===== src/rtl/seg_scan_pkg.sv =====
// rtl/seg_scan_pkg.sv - shared segment patterns, digit codes and scan FSM states for seg_scan_decoder
package seg_scan_pkg;

    localparam logic [6:0] PAT_BLANK = 7'h00;
    localparam logic [6:0] PAT_0     = 7'h3F;
    localparam logic [6:0] PAT_1     = 7'h06;
    localparam logic [6:0] PAT_2     = 7'h5B;
    localparam logic [6:0] PAT_3     = 7'h4F;
    localparam logic [6:0] PAT_4     = 7'h66;
    localparam logic [6:0] PAT_5     = 7'h6D;
    localparam logic [6:0] PAT_6     = 7'h7D;
    localparam logic [6:0] PAT_7     = 7'h07;
    localparam logic [6:0] PAT_7_ALT = 7'h27;
    localparam logic [6:0] PAT_8     = 7'h7F;
    localparam logic [6:0] PAT_9     = 7'h6F;
    localparam logic [6:0] PAT_9_ALT = 7'h67;
    localparam logic [6:0] PAT_HEX_A = 7'h77;
    localparam logic [6:0] PAT_HEX_B = 7'h7C;
    localparam logic [6:0] PAT_HEX_C = 7'h39;
    localparam logic [6:0] PAT_HEX_D = 7'h5E;
    localparam logic [6:0] PAT_HEX_E = 7'h79;
    localparam logic [6:0] PAT_HEX_F = 7'h71;

    localparam logic [3:0] CODE_BLANK = 4'hF;
    localparam logic [3:0] CODE_ERR   = 4'hE;

    typedef enum logic [1:0] {
        ST_WAIT_SEL = 2'd0,
        ST_SETTLE   = 2'd1,
        ST_HOLD     = 2'd2
    } scan_state_t;

endpackage


===== src/rtl/seg_scan_decoder_if.sv =====
// rtl/seg_scan_decoder_if.sv - sampled segment/select nets plus reconstructed display outputs
interface seg_scan_decoder_if #(
    parameter int NUM_DIGITS = 8
);
    logic [7:0]              seg_in;
    logic [NUM_DIGITS-1:0]   sel_in;
    logic [4*NUM_DIGITS-1:0] digit_code;
    logic [NUM_DIGITS-1:0]   digit_blank;
    logic [NUM_DIGITS-1:0]   dp_mask;
    logic [9:0]              value_bin;
    logic                    frame_valid;
    logic                    decode_err;
    logic                    stale;

    modport master (
        output seg_in, sel_in,
        input  digit_code, digit_blank, dp_mask, value_bin, frame_valid, decode_err, stale
    );

    modport slave (
        input  seg_in, sel_in,
        output digit_code, digit_blank, dp_mask, value_bin, frame_valid, decode_err, stale
    );
endinterface


===== src/rtl/seg7_pattern_decode.sv =====
// rtl/seg7_pattern_decode.sv - a-g pattern to digit code; hex glyphs only when SEG_HEX_DECODE_EN is defined
module seg7_pattern_decode
    import seg_scan_pkg::*;
(
    input  logic [6:0] pat_i,
    output logic [3:0] code_o,
    output logic       blank_o,
    output logic       err_o
);
    always_comb begin
        code_o  = CODE_ERR;
        blank_o = 1'b0;
        err_o   = 1'b0;
        case (pat_i)
            PAT_BLANK: begin
                code_o  = CODE_BLANK;
                blank_o = 1'b1;
            end
            PAT_0:            code_o = 4'h0;
            PAT_1:            code_o = 4'h1;
            PAT_2:            code_o = 4'h2;
            PAT_3:            code_o = 4'h3;
            PAT_4:            code_o = 4'h4;
            PAT_5:            code_o = 4'h5;
            PAT_6:            code_o = 4'h6;
            PAT_7, PAT_7_ALT: code_o = 4'h7;
            PAT_8:            code_o = 4'h8;
            PAT_9, PAT_9_ALT: code_o = 4'h9;
`ifdef SEG_HEX_DECODE_EN
            PAT_HEX_A:        code_o = 4'hA;
            PAT_HEX_B:        code_o = 4'hB;
            PAT_HEX_C:        code_o = 4'hC;
            PAT_HEX_D:        code_o = 4'hD;
            PAT_HEX_E:        code_o = 4'hE;
            PAT_HEX_F:        code_o = 4'hF;
`endif
            default:          err_o  = 1'b1;
        endcase
    end
endmodule


===== src/rtl/seg_scan_decoder.sv =====
// rtl/seg_scan_decoder.sv - samples a multiplexed 7-seg scan bus and republishes stable frames
// Optional hex glyph decode: define SEG_HEX_DECODE_EN.
module seg_scan_decoder
    import seg_scan_pkg::*;
#(
    parameter int NUM_DIGITS     = 8,
    parameter int SEG_ACTIVE_LOW = 0,
    parameter int SEL_ACTIVE_LOW = 0,
    parameter int SETTLE_CYCLES  = 64,
    parameter int STABLE_FRAMES  = 2,
    parameter int TIMEOUT_CYCLES = 200000
) (
    input  logic              clk,
    input  logic              rst_n,
    seg_scan_decoder_if.slave bus
);
    localparam int IW = (NUM_DIGITS > 1) ? $clog2(NUM_DIGITS) : 1;
    localparam int SW = $clog2(SETTLE_CYCLES + 1);
    localparam int FW = $clog2(STABLE_FRAMES + 1);
    localparam int TW = $clog2(TIMEOUT_CYCLES + 1);
    localparam logic [SW-1:0] SETTLE_MAX = SW'(SETTLE_CYCLES);
    localparam logic [FW-1:0] STABLE_MAX = FW'(STABLE_FRAMES);
    localparam logic [TW-1:0] TMO_MAX    = TW'(TIMEOUT_CYCLES);
    localparam logic [TW-1:0] TMO_LAST   = TW'(TIMEOUT_CYCLES - 1);

    logic [7:0]              seg_s1_q, seg_s2_q;
    logic [NUM_DIGITS-1:0]   sel_s1_q, sel_s2_q, sel_q, sel_prev_q, seen_q, seen_d;
    logic [NUM_DIGITS-1:0]   blank_q, err_q, dp_q, prev_blank_q, prev_dp_q;
    logic [NUM_DIGITS-1:0]   out_blank_q, out_dp_q;
    logic [4*NUM_DIGITS-1:0] code_q, prev_code_q, out_code_q;
    logic [9:0]              value_d, out_value_q;
    logic [IW-1:0]           idx_q;
    logic [SW-1:0]           settle_q;
    logic [FW-1:0]           stable_q, stable_d;
    logic [TW-1:0]           tmo_q;
    logic                    frame_valid_q, decode_err_q, stale_q;
    scan_state_t             state_q;

    logic [7:0]            seg_n;
    logic [NUM_DIGITS-1:0] sel_n;
    logic                  sel_valid, sel_change, capture, tmo_fire;
    logic                  frame_full, frame_err, frame_same;
    logic [3:0]            dec_code;
    logic                  dec_blank, dec_err;

    function automatic logic [IW-1:0] onehot_idx(input logic [NUM_DIGITS-1:0] v);
        onehot_idx = '0;
        for (int i = 0; i < NUM_DIGITS; i++)
            if (v[i]) onehot_idx = IW'(i);
    endfunction

    function automatic logic [9:0] digit_val(input logic [3:0] c, input logic b);
        return b ? 10'd0 : {6'd0, c};
    endfunction

    assign seg_n      = (SEG_ACTIVE_LOW != 0) ? ~seg_s2_q : seg_s2_q;
    assign sel_n      = (SEL_ACTIVE_LOW != 0) ? ~sel_s2_q : sel_s2_q;
    assign sel_valid  = (sel_n != '0) && ((sel_n & (sel_n - NUM_DIGITS'(1))) == '0);
    assign sel_change = (sel_n != sel_q);
    assign capture    = (state_q == ST_SETTLE) && sel_valid && !sel_change && (settle_q == SETTLE_MAX);
    assign tmo_fire   = (sel_n == sel_prev_q) && (tmo_q == TMO_LAST);
    assign frame_full = (seen_q == '1);
    assign frame_err  = |err_q;
    assign frame_same = (code_q == prev_code_q) && (blank_q == prev_blank_q) && (dp_q == prev_dp_q);
    assign value_d    = digit_val(code_q[3:0], blank_q[0])
                      + 10'd10  * digit_val(code_q[7:4], blank_q[1])
                      + 10'd100 * digit_val(code_q[11:8], blank_q[2]);

    seg7_pattern_decode u_decode (
        .pat_i   (seg_n[6:0]),
        .code_o  (dec_code),
        .blank_o (dec_blank),
        .err_o   (dec_err)
    );

    // A timeout wipes partial progress even if a capture lands in the same cycle.
    always_comb begin
        seen_d = frame_full ? '0 : seen_q;
        if (capture) seen_d[idx_q] = 1'b1;
        if (tmo_fire) seen_d = '0;
        stable_d = FW'(1);
        if (frame_same) stable_d = (stable_q == STABLE_MAX) ? stable_q : stable_q + FW'(1);
    end

    always_ff @(posedge clk or negedge rst_n) begin
        if (!rst_n) begin
            seg_s1_q <= '0;  seg_s2_q <= '0;  sel_s1_q <= '0;  sel_s2_q <= '0;
            sel_q <= '0;  sel_prev_q <= '0;  seen_q <= '0;  idx_q <= '0;
            code_q <= '0;  blank_q <= '0;  err_q <= '0;  dp_q <= '0;
            prev_code_q <= '0;  prev_blank_q <= '0;  prev_dp_q <= '0;
            out_code_q <= '0;  out_blank_q <= '0;  out_dp_q <= '0;  out_value_q <= '0;
            settle_q <= '0;  stable_q <= '0;  tmo_q <= '0;
            frame_valid_q <= 1'b0;  decode_err_q <= 1'b0;  stale_q <= 1'b0;
            state_q <= ST_WAIT_SEL;
        end else begin
            seg_s1_q      <= bus.seg_in;
            seg_s2_q      <= seg_s1_q;
            sel_s1_q      <= bus.sel_in;
            sel_s2_q      <= sel_s1_q;
            sel_prev_q    <= sel_n;
            seen_q        <= seen_d;
            frame_valid_q <= 1'b0;
            decode_err_q  <= 1'b0;

            if (sel_n != sel_prev_q)  tmo_q <= '0;
            else if (tmo_q != TMO_MAX) tmo_q <= tmo_q + TW'(1);

            case (state_q)
                ST_WAIT_SEL: if (sel_valid) begin
                    idx_q    <= onehot_idx(sel_n);
                    sel_q    <= sel_n;
                    settle_q <= SW'(1);
                    state_q  <= ST_SETTLE;
                end
                ST_SETTLE: begin
                    if (!sel_valid) begin
                        state_q <= ST_WAIT_SEL;
                    end else if (sel_change) begin
                        idx_q    <= onehot_idx(sel_n);
                        sel_q    <= sel_n;
                        settle_q <= SW'(1);
                    end else if (capture) begin
                        code_q[{idx_q, 2'b00} +: 4] <= dec_code;
                        blank_q[idx_q] <= dec_blank;
                        err_q[idx_q]   <= dec_err;
                        dp_q[idx_q]    <= seg_n[7];
                        state_q        <= ST_HOLD;
                    end else begin
                        settle_q <= settle_q + SW'(1);
                    end
                end
                ST_HOLD: if (sel_change) begin
                    // The new digit is taken up immediately rather than via WAIT_SEL.
                    if (sel_valid) begin
                        idx_q    <= onehot_idx(sel_n);
                        sel_q    <= sel_n;
                        settle_q <= SW'(1);
                        state_q  <= ST_SETTLE;
                    end else begin
                        state_q <= ST_WAIT_SEL;
                    end
                end
                default: state_q <= ST_WAIT_SEL;
            endcase

            if (tmo_fire) begin
                stale_q  <= 1'b1;
                stable_q <= '0;
            end else if (frame_full) begin
                if (frame_err) begin
                    decode_err_q <= 1'b1;
                    stable_q     <= '0;
                end else begin
                    stable_q     <= stable_d;
                    prev_code_q  <= code_q;
                    prev_blank_q <= blank_q;
                    prev_dp_q    <= dp_q;
                    if (stable_d == STABLE_MAX) begin
                        out_code_q    <= code_q;
                        out_blank_q   <= blank_q;
                        out_dp_q      <= dp_q;
                        out_value_q   <= value_d;
                        frame_valid_q <= 1'b1;
                        stale_q       <= 1'b0;
                    end
                end
            end
        end
    end

    assign bus.digit_code  = out_code_q;
    assign bus.digit_blank = out_blank_q;
    assign bus.dp_mask     = out_dp_q;
    assign bus.value_bin   = out_value_q;
    assign bus.frame_valid = frame_valid_q;
    assign bus.decode_err  = decode_err_q;
    assign bus.stale       = stale_q;

endmodule


===== src/flat_wrapper.sv =====
// flat-port wrapper written by rule: the top's interface ports become plain ports
module seg_scan_decoder_flat import seg_scan_pkg::*;
#(
    parameter int NUM_DIGITS     = 8,
    parameter int SEG_ACTIVE_LOW = 0,
    parameter int SEL_ACTIVE_LOW = 0,
    parameter int SETTLE_CYCLES  = 64,
    parameter int STABLE_FRAMES  = 2,
    parameter int TIMEOUT_CYCLES = 200000
)
  (clk, rst_n, bus_seg_in, bus_sel_in, bus_digit_code, bus_digit_blank, bus_dp_mask, bus_value_bin, bus_frame_valid, bus_decode_err, bus_stale);
  seg_scan_decoder_if #(.NUM_DIGITS(NUM_DIGITS)) bus_i ();
  input  logic clk;
  input  logic rst_n;
  input wire logic [$bits(bus_i.seg_in)-1:0] bus_seg_in;
  input wire logic [$bits(bus_i.sel_in)-1:0] bus_sel_in;
  output wire logic [$bits(bus_i.digit_code)-1:0] bus_digit_code;
  output wire logic [$bits(bus_i.digit_blank)-1:0] bus_digit_blank;
  output wire logic [$bits(bus_i.dp_mask)-1:0] bus_dp_mask;
  output wire logic [$bits(bus_i.value_bin)-1:0] bus_value_bin;
  output wire logic [$bits(bus_i.frame_valid)-1:0] bus_frame_valid;
  output wire logic [$bits(bus_i.decode_err)-1:0] bus_decode_err;
  output wire logic [$bits(bus_i.stale)-1:0] bus_stale;
  assign bus_i.seg_in = bus_seg_in;
  assign bus_i.sel_in = bus_sel_in;
  assign bus_digit_code = bus_i.digit_code;
  assign bus_digit_blank = bus_i.digit_blank;
  assign bus_dp_mask = bus_i.dp_mask;
  assign bus_value_bin = bus_i.value_bin;
  assign bus_frame_valid = bus_i.frame_valid;
  assign bus_decode_err = bus_i.decode_err;
  assign bus_stale = bus_i.stale;
  seg_scan_decoder #(.NUM_DIGITS(NUM_DIGITS), .SEG_ACTIVE_LOW(SEG_ACTIVE_LOW), .SEL_ACTIVE_LOW(SEL_ACTIVE_LOW), .SETTLE_CYCLES(SETTLE_CYCLES), .STABLE_FRAMES(STABLE_FRAMES), .TIMEOUT_CYCLES(TIMEOUT_CYCLES)) u_core (.clk(clk), .rst_n(rst_n), .bus(bus_i));
endmodule

===== config.mk =====
export PLATFORM = sky130hd
export DESIGN_NAME = seg_scan_decoder_flat
export DESIGN_NICKNAME = d
export VERILOG_FILES = /design/src/rtl/seg_scan_pkg.sv /design/src/rtl/seg_scan_decoder_if.sv /design/src/rtl/seg7_pattern_decode.sv /design/src/rtl/seg_scan_decoder.sv /design/src/flat_wrapper.sv
export SDC_FILE = /design/constraint.sdc
export NUM_CORES = 1
export LEC_CHECK = 0
export BUFFER_PORTS_ARGS = -buffer_cell sky130_fd_sc_hd__buf_4
export CAP_MARGIN = 20
export CORE_MARGIN = 2
export CORE_UTILIZATION = 55
export DETAILED_ROUTE_END_ITERATION = 10
export PLACE_DENSITY = 0.74
export SYNTH_ARGS = -nofsm -noshare
export SYNTH_HDL_FRONTEND = slang
export SYNTH_SLANG_ARGS = --single-unit

===== constraint.sdc =====
create_clock -name clk -period 5.92 [get_ports clk]
set_input_delay 0.296 -clock clk [delete_from_list [all_inputs] [get_ports clk]]
set_output_delay 0.296 -clock clk [all_outputs]
set_load 0.03 [all_outputs]

==> results of run 1 <==
## placed cells by master (no fill, tap or decap), drive strengths merged, types with 7 or more instances in the layout
master / n
nor4: 23
a21boi: 7
inv: 35
nor2b: 16
or3: 13
nand3: 19
buf: 85
dlygate4sd3: 17
a21oi: 18
o21ai: 20
dfrtp: 253
xor2: 76
or4: 8
clkbuf: 34
ha: 30
mux2: 120
xnor2: 11
nand2: 175
nand2b: 9
nor3: 23
nor2: 45
nand4: 10
## power by group through the flow
| stage | Sequential [W] | Combinational, W | Clock [W] |
|---|---|---|---|
| after global placement | 0.00184 | 0.000183 | 0 |
| after floorplan | 0.00182 | 0.000130 | 0 |
| final | 0.00181 | 0.000191 | 0.00165 |
| after CTS | 0.00181 | 0.000194 | 0.00169 |
| after global routing | 0.00182 | 0.000216 | 0.00176 |
| after detailed placement | 0.00184 | 0.000185 | 0 |
## registers in the layout, indices dropped and copies added (netlist names), 10 cells and up
name / count
u_core.bus.digit_code: 32
u_core.code_q: 32
u_core.prev_code_q: 32
u_core.tmo_q: 18
u_core.bus.value_bin: 10
## through the flow
step | hold WS [ps] | std cells | total power (W) | setup WS, ps | util [%]
floorplan | 0.409 | 1009 | 0.00195 | 2660 | -
global placement | 333 | 1330 | 0.00202 | 2050 | 59.6
detailed placement | 336 | 1331 | 0.00203 | 1970 | 59.7
CTS | 345 | 1391 | 0.00370 | 1960 | 64.6
global route | 355 | 1392 | 0.00379 | 1690 | 64.7
finish | 342 | 1392 | 0.00366 | 1890 | 64.7
## kinds of logic (layout without fill, tap and decap cells)
family                     after synthesis  after routing  share of synthesized area, %
buffers and inverters                   72            180                          2.60
AOI/OAI and AO/OA                       72             72                          4.07
adders and majority gates               36             36                          4.19
xor gates and xnor gates                87             87                          6.58
and+or+nand+nor                        365            365                          15.5
DFF                                    253            253                          54.7
muxes                                  124            124                          12.3
## final cells by class
type | count | share of cell area [%]
clock buffers | 33 | 5.48
well taps | 275 | 2.56
multi-input cells | 684 | 36.8
flip-flops and latches | 253 | 47.0
inverters | 34 | 0.948
repair buffers | 103 | 6.21
clock inverters | 10 | 0.957
## per-layer routing
layer	global-route usage, %	share of wire [%]	wire [µm]	up-vias
met5	0	0	0	-
met2	37.0	49	11400	121
met3	2.87	3.5	809	40
li1	-	-	-	3633
met4	5.76	2.2	506	0
met1	29.1	45	10400	3730
## path summary, 6_finish.rpt
kind                                          from                       end  slack [ps]  cells after the start
worst max-delay path               u_core.sel_n[4]  u_core.bus.digit_code[4]        1890                      8
min in group asynchronous                    rst_n   u_core.bus.value_bin[9]         400                      2
worst min-delay path            u_core.seg_s1_q[6]           u_core.seg_n[6]         340                      0
max in group asynchronous                    rst_n        u_core.seg_s1_q[2]        4340                      3
worst max register to register     u_core.sel_n[4]  u_core.bus.digit_code[4]        1890                      8
worst min register to register  u_core.seg_s1_q[6]           u_core.seg_n[6]         340                      0
## what timing repair did
action | CTS | global route
endpoints found under the setup margin | 0 | 0
hold buffers | 17 | 0
endpoints found under the hold margin | 133 | 0
setup buffers | 0 | 0
## worst reg2reg max path, cell delays in order, from the launching register on
cell and delay (ps):
dfrtp_1 500, xor2_1 220, nor4_1 540, nand2_1 550
o311a_1 500, buf_4 300, and3_2 540, buf_4 390
mux2_4 380
==> run_results.csv, run 1 <==
group,metric,value,unit
critical_path,slowest_delay,550,ps
critical_path,crit_required,6320,ps
grt,antenna_found_initial,0,
clock_network,ctsResizeCount,0,
die,dieArea,22200,µm²
yosys,ys.flop_type,"dfrtp_1",
yosys,synthArstFlopShare,100,%
grt,grtUsageTotal,21.6,%
power,powerDensity,271,nW/µm²
yosys,netlist_instances,1009,
critical_path,cp_max_fo,50,
clock_network,clock_latency,520,ps
layout,fillerInstances,1640,
detailed_routing,first_pass_iters,4,
placement,dp_hpwl,15700,µm
detailed_routing,detail_route.wl_per_cell,16.6,µm
sta,fin_crit_sh,68.1,%
clock_network,clkSinkCount,253,
clock_network,clkTransAtPathRegs,60,ps
yosys,syn-num-nets,1062,
power,power_switching,0.000811,W
sta,final-hold-violation-count,0,
placement,portBuffers,78,
sta,slew_violations,0,
layout,n_antenna_cell,0,
worst_hold_path,hold_class,"reg2reg",
detailed_routing,drt_iter0_drc,455,
sta,rsz0062_at_grt,"no",
job,maxCapViolations,0,
critical_path,cp_num_buf_inv,2,
grt,first_global_vias,7593,
clock_network,clockBufferDepth,3,
yosys,ys_seq_elements,253,
yosys,yosysTopAreaCellShare,54.7,%
grt,grt_max_degree,137,
detailed_routing,vias,7524,
power,clkPwrFrac,45.2,%
layout,postLayoutCellArea,13500,µm²
power,intPower,0.00285,W
power,pwr-share-seq,49.6,%
critical_path,cpMostUsedCell,"buf_4",
critical_path,worstSetupStartpointType,"flop",
detailed_routing,remaining_drc_errors,0,
power,ir_worst_vdd,0.240,mV
yosys,yosysSeqAreaShare,54.7,%
sta,relSlewSlack,25.7,%
layout,nNetsFinal,1156,
critical_path,cp_top_family,"simple AND/OR/NAND/NOR gates",
sta,setup_viol,0,
detailed_routing,wl,23100,µm
yosys,synth_edf_count,0,
power,combPwrFrac,5.2,%
die,fp-row-count,53,
detailed_routing,via_per_inst,5.41,
placement,routabilityCongestion,0.801,
detailed_routing,antenna_left,0,
sta,worst_pin_slew,1110,ps
yosys,yosysWarnings,0,
clock_network,cts_buffers,27,
yosys,synth_top_area_cell,"dfrtp_1",
yosys,yosysMostFrequentCell,"dfrtp_1",
sta,timing.fmax,0.248,GHz
layout,ff_latch_area,6330,µm²
clock_network,cts_tree,"done",
critical_path,crit_slowest_cell,"nand2_1",
layout,area_growth,16.3,%
layout,multi_input_area,4960,µm²
clock_network,cts_max_level,1,
layout,layout-drive-gt1-share,23.5,%
sta,tns,0,ps
yosys,ys_top_cells_by_area,"dfrtp_1, mux2_2, xor2_1",
sta,finClkSkew,19.7,ps
grt,grt.overflow.total,0,
critical_path,cp.arrival,4430,ps
placement,postPlaceCellArea,12400,µm²
grt,grt_pass1_wl,38400,µm
sta,fin_crit,4030,ps
die,fp.dieW,149,µm
power,p_leak,7.03,nW
die,die_h,149,µm
yosys,ys_types,58,
die,core_area,20800,µm²
yosys,netlist_area,11600,µm²
critical_path,crit_type,"reg2reg",
die,io_pins,79,
critical_path,crit_chain,"xor2_1, nor4_1, nand2_1, o311a_1, buf_4, and3_2, buf_4, mux2_4",
yosys,synth_common_cells,"dfrtp_1, nand2_1, mux2_2",
die,initial_core_util,55.6,%
clock_network,clockRootBuffer,"clkbuf_16",
critical_path,cp-end-kind,"flop",
yosys,synth_area_per_cell,11.5,µm²
outcome,outcome,"finished clean",
power,sw_frac_of_total,22.2,%
Note: power is estimated with default switching activity, not from simulation.
==> run 2, diff against run 1 <==
PLACE_DENSITY = 0.76   (was 0.74)
clock period = 3.65 ns   (was 5.92 ns; I/O delays follow)
==> run 2 against run 1 <==
  * Worst hold slack got worse by 120 ps
  * Wire length rose by 3.9%
  * Maximum frequency rose by 17%
  * Critical path depth rose by 4
  * Utilization rose by 0.85 points
  * Register-to-register slack got worse by 1700 ps
  * Sequential power rose by 61%
  * First-iteration DRC count rose by 28%
  * Highest routed layer unchanged
  * Cell area rose by 1.3%
  * Critical path type unchanged
  * Clock skew fell by 9.6 ps
  * Non-clock buffer count rose by 8
  * Via count rose by 2.8%
==> run_results.csv, run 2 (synthesis gave the netlist of run 1 again) <==
group,metric,value,unit
clock_network,clockBufferDepth,3,
grt,grtUsageTotal,22.4,%
sta,fin_crit_sh,94.6,%
critical_path,cp-end-kind,"flop",
critical_path,crit_required,4120,ps
layout,nNetsFinal,1163,
layout,area_growth,17.9,%
critical_path,crit_slowest_cell,"or4b_2",
sta,worst_pin_slew,1030,ps
layout,fin_cells,1405,
layout,layout-drive-gt1-share,24.5,%
outcome,outcome,"finished clean",
die,fp.dieW,149,µm
clock_network,post_cts_buffers,0,
clock_network,clkTransAtPathRegs,60,ps
power,p_leak,7.12,nW
grt,grt_max_degree,95,
layout,final_cell_mix,"dfrtp_1, nand2_1, mux2_2",
grt,met3_usage,2.84,%
grt,first_global_vias,7717,
grt,grt_pass1_wl,39700,µm
sta,fin_crit,3450,ps
detailed_routing,drt_iter0_drc,582,
critical_path,reg2reg_depth,12,
detailed_routing,detail_route.wl_per_cell,17.1,µm
clock_network,clockRootBuffer,"clkbuf_16",
layout,n_antenna_cell,0,
clock_network,clkSinkCount,253,
detailed_routing,wl,24000,µm
clock_network,cts_max_level,1,
critical_path,worstSetupStartpointType,"flop",
grt,top_usage_layer,"met2",
clock_network,clock_latency,520,ps
job,maxCapViolations,0,
sta,final-hold-violation-count,0,
critical_path,cp_top_family,"adder cells",
power,powerDensity,453,nW/µm²
critical_path,crit_chain,"nand2b_1, inv_1, ha_1, ha_1, fa_1, ha_1, ha_1, o21ai_0, a21boi_1, or4b_2, nand3_1, mux2_2",
placement,portBuffers,78,
die,initial_core_util,55.6,%
placement,routabilityCongestion,0.850,
power,ir_worst_vdd,0.440,mV
detailed_routing,via_per_inst,5.50,
die,fp-row-count,53,
detailed_routing,antenna_left,0,
critical_path,crit_type,"reg2reg",
layout,fillerInstances,1582,
critical_path,cpMostUsedCell,"ha_1",
critical_path,cp_max_fo,8,
critical_path,slowest_delay,620,ps
critical_path,cp.arrival,3920,ps
critical_path,cp_num_buf_inv,1,
sta,finClkSkew,10.1,ps
die,core_area,20800,µm²
critical_path,reg2reg_slack,200,ps
grt,antenna_found_initial,0,
placement,dp_cells,1340,
critical_path,r2r-end,"u_core.bus.value_bin[8]",
sta,tns,0,ps
sta,setup_viol,0,
detailed_routing,first_pass_iters,5,
die,die_h,149,µm
layout,final_common_cell,"dfrtp_1",
grt,grt_use_met2,37.2,%
clock_network,cts_tree,"done",
sta,timing.fmax,0.290,GHz
die,io_pins,79,
grt,gr-usage-met1,30.1,%
sta,rsz0062_at_grt,"no",
sta,slew_violations,0,
worst_hold_path,hold_class,"in2async",
sta,relSlewSlack,31.0,%
detailed_routing,remaining_drc_errors,0,
grt,grt.overflow.total,0,
detailed_routing,vias,7734,
placement,dp_hpwl,16400,µm
critical_path,r2r_start,"u_core.blank_q[1]",
die,dieArea,22200,µm²
clock_network,cts_buffers,26,
-- run 2: cell count changes in the layout (fill, tap and decap cells not counted), sizes merged --
cell	previous run	this run
clkinv	6	10
inv	35	34
clkbuf	34	31
clkinvlp	0	1
buf	85	94
bufinv	3	6
-- run 2: worst reg2reg max path, cell delays in order, from the launching register on --
cell,delay [ps]
dfrtp_2,430
nand2b_1,190
inv_1,60
ha_1,290
ha_1,230
fa_1,440
ha_1,290
ha_1,330
o21ai_0,140
a21boi_1,150
or4b_2,620
nand3_1,100
mux2_2,140
-- run 2: routing by layer --
layer,vias to the layer above,wire (µm)
met5,-,0
met4,0,907
met3,60,936
met2,180,11800
met1,3839,10300
li1,3655,-
-- run 2: worst max-delay path by stage --
stage                           start                 endpoint  slack [ps]  cells after the start
floorplan           u_core.blank_q[1]  u_core.bus.value_bin[8]         390                     12
global placement    u_core.blank_q[1]  u_core.bus.value_bin[8]         250                     12
detailed placement  u_core.blank_q[1]  u_core.bus.value_bin[8]         150                     12
CTS                 u_core.blank_q[1]  u_core.bus.value_bin[8]         110                     12
global route        u_core.blank_q[2]  u_core.bus.value_bin[9]          10                     14
finish              u_core.blank_q[1]  u_core.bus.value_bin[8]         200                     12
-- run 2: per-stage QoR --
| step | power (W) | worst slack (ps) | util (%) | area [µm²] | hold slack [ps] |
|---|---|---|---|---|---|
| 2_1_floorplan | 0.00316 | 389 | - | 11600 | -113 |
| 3_3_place_gp | 0.00328 | 251 | 60.1 | 12500 | 208 |
| 3_5_place_dp | 0.00329 | 151 | 60.1 | 12500 | 206 |
| 4_1_cts | 0.00624 | 115 | 65.5 | 13600 | 245 |
| 5_1_grt | 0.00639 | 13.0 | 65.5 | 13600 | 277 |
| 6_report | 0.00619 | 196 | 65.5 | 13600 | 225 |
-- run 2: final cells by class --
cell class	count	area [µm²]	area share, %
Clock buffer	31	721	5.28
Timing Repair Buffer	111	921	6.75
Multi-Input combinational cell	684	4960	36.3
Tap cell	275	344	2.52
Clock inverter	17	241	1.77
Inverter	34	128	0.935
Sequential cell	253	6330	46.4
-- run 2: what timing repair did --
| action | 4_1_cts | 5_1_grt |
|---|---|---|
| setup endpoints to repair | 0 | 2 |
| resized for setup | 0 | 3 |
| hold endpoints to repair | 93 | 0 |
| hold buffers | 17 | 0 |
-- run 2: report_power, final --
part	switching (W)	internal [W]	leakage, nW	total [W]
registers	0.0000563	0.00287	3.42	0.00292
clock network	0.00110	0.00183	0.480	0.00293
logic	0.000210	0.000125	3.22	0.000335
total	0.00136	0.00482	7.12	0.00619
==> run 3, diff against run 2 <==
GPL_ROUTABILITY_DRIVEN = 1   (was unset)
SETUP_SLACK_MARGIN = 0.2   (was unset)
==> run 3 against run 2 <==
  * Utilization rose by 0.46 points
  * Clock-buffer cell count did not move
  * Largest power group unchanged
  * Critical endpoint unchanged
  * Worst setup slack improved by 100 ps
  * Critical path type unchanged
  * Clock skew rose by 1.7 ps
  * Die area did not move
  * Largest cell class unchanged
==> run_results.csv, run 3 (synthesis gave the netlist of run 1 again) <==
group,metric,value,unit
sta,finalWorstSetupSlack,299,ps
layout,final_cell_mix,"dfrtp_1, nand2_1, mux2_2",
layout,layout-drive-gt1-share,25.7,%
sta,slew_violations,0,
power,ir_worst_vdd,0.442,mV
critical_path,worstSetupStartpointType,"flop",
layout,final_common_cell,"dfrtp_1",
outcome,outcome,"finished clean",
die,die_h,149,µm
clock_network,clkTransAtPathRegs,60,ps
layout,nNetsFinal,1171,
detailed_routing,remaining_drc_errors,0,
clock_network,clkSinkCount,253,
die,initial_core_util,55.6,%
sta,fin_crit,3350,ps
placement,dp_slack,151,ps
job,maxCapViolations,0,
critical_path,cp_max_fo,6,
grt,grt_max_degree,95,
grt,antenna_found_initial,0,
layout,n_antenna_cell,0,
die,io_pins,79,
clock_network,cts_max_level,1,
sta,final-hold-violation-count,0,
power,total_power,0.00618,W
clock_network,clockBufferDepth,3,
sta,setup_viol,0,
critical_path,cp-end-kind,"flop",
grt,grt.overflow.total,0,
layout,final_core_util,66.0,%
sta,finClkSkew,11.8,ps
layout,postLayoutCellArea,13700,µm²
sta,timing.fmax,0.298,GHz
clock_network,cts_tree,"done",
die,core_area,20800,µm²
die,fp.dieW,149,µm
die,fp-row-count,53,
placement,portBuffers,78,
grt,grt_pass1_wl,39700,µm
detailed_routing,vias,7748,
clock_network,clockRootBuffer,"clkbuf_16",
sta,rsz0062_at_grt,"yes",
sta,worst_pin_slew,1000,ps
power,powerDensity,450,nW/µm²
clock_network,clock_latency,530,ps
detailed_routing,wl,24200,µm
detailed_routing,drt_iter0_drc,518,
power,p_leak,7.16,nW
detailed_routing,antenna_left,0,
layout,area_growth,18.7,%
sta,relSlewSlack,32.7,%
die,dieArea,22200,µm²
sta,tns,0,ps
placement,postPlaceCellArea,12500,µm²
critical_path,crit_type,"reg2reg",
detailed_routing,via_per_inst,5.48,
grt,grtUsageTotal,22.4,%
grt,first_global_vias,7721,
critical_path,crit_required,4120,ps
placement,dp_hpwl,16400,µm
detailed_routing,detail_route.wl_per_cell,17.1,µm
worst_hold_path,hold_class,"in2async",
sta,fin_crit_sh,91.8,%
detailed_routing,first_pass_iters,5,
placement,routabilityCongestion,0.850,
critical_path,cp.arrival,3820,ps
clock_network,cts_buffers,26,
[run 3: cell count changes in the layout (fill, tap and decap cells not counted), sizes merged]
cell / delta
buf: +8
[run 3: cell type report]
type | count | area [µm²]
Inverter | 34 | 128
Clock inverter | 17 | 241
Sequential cell | 253 | 6330
Clock buffer | 31 | 721
Fill cell | 1570 | 7080
Multi-Input combinational cell | 684 | 4990
Timing Repair Buffer | 119 | 981
Tap cell | 275 | 344
[run 3: power breakdown]
| part | leakage [nW] | switching, W | internal [W] |
|---|---|---|---|
| logic | 3.27 | 0.000209 | 0.000125 |
| clock network | 0.480 | 0.00110 | 0.00183 |
| registers | 3.41 | 0.0000559 | 0.00287 |
[run 3: worst paths after layout]
| check | from | end | slack [ps] | cells past startpoint |
|---|---|---|---|---|
| hold / removal | rst_n | u_core.bus.value_bin[7] | 220 | 2 |
| max in group asynchronous | rst_n | u_core.tmo_q[0] | 2400 | 3 |
| setup reg to reg | u_core.blank_q[1] | u_core.bus.value_bin[8] | 300 | 12 |
| min in group clk | bus_sel_in[0] | u_core.sel_s1_q[0] | 310 | 2 |
| hold reg to reg | u_core.seg_s1_q[0] | u_core.seg_n[0] | 350 | 0 |
| setup / recovery | u_core.blank_q[1] | u_core.bus.value_bin[8] | 300 | 12 |
[run 3: metal layers]
metal	up-vias	part of all wire, %	global-route usage [%]
li1	3659	-	-
met1	3832	43	30.1
met2	191	49	37.2
met3	66	4.3	2.84
met4	0	4.0	8.81
met5	-	0	0
[run 3: timing repair]
item,CTS,global route
buffers inserted,0,8
endpoints found under the hold margin,93,0
pin swaps,0,3
hold buffers,17,0
resized for setup,4,9
setup endpoints to repair,2,3
[run 3: worst max-delay path: stages, from the launching register on]
cell      delay (ps)
dfrtp_2          450
nand2b_1         170
inv_1             70
ha_1             230
ha_1             230
fa_2             520
ha_1             220
ha_1             340
o21ai_2          100
a21boi_1         110
or4b_2           610
nand3_1          100
mux2_2           140
[run 3: per-stage QoR]
step                      std cells  hold WS (ps)
final                          1413           223
after global routing           1413           284
after CTS                      1405           245
after detailed placement       1340           206
after global placement         1340           208
after floorplan                1009          -113
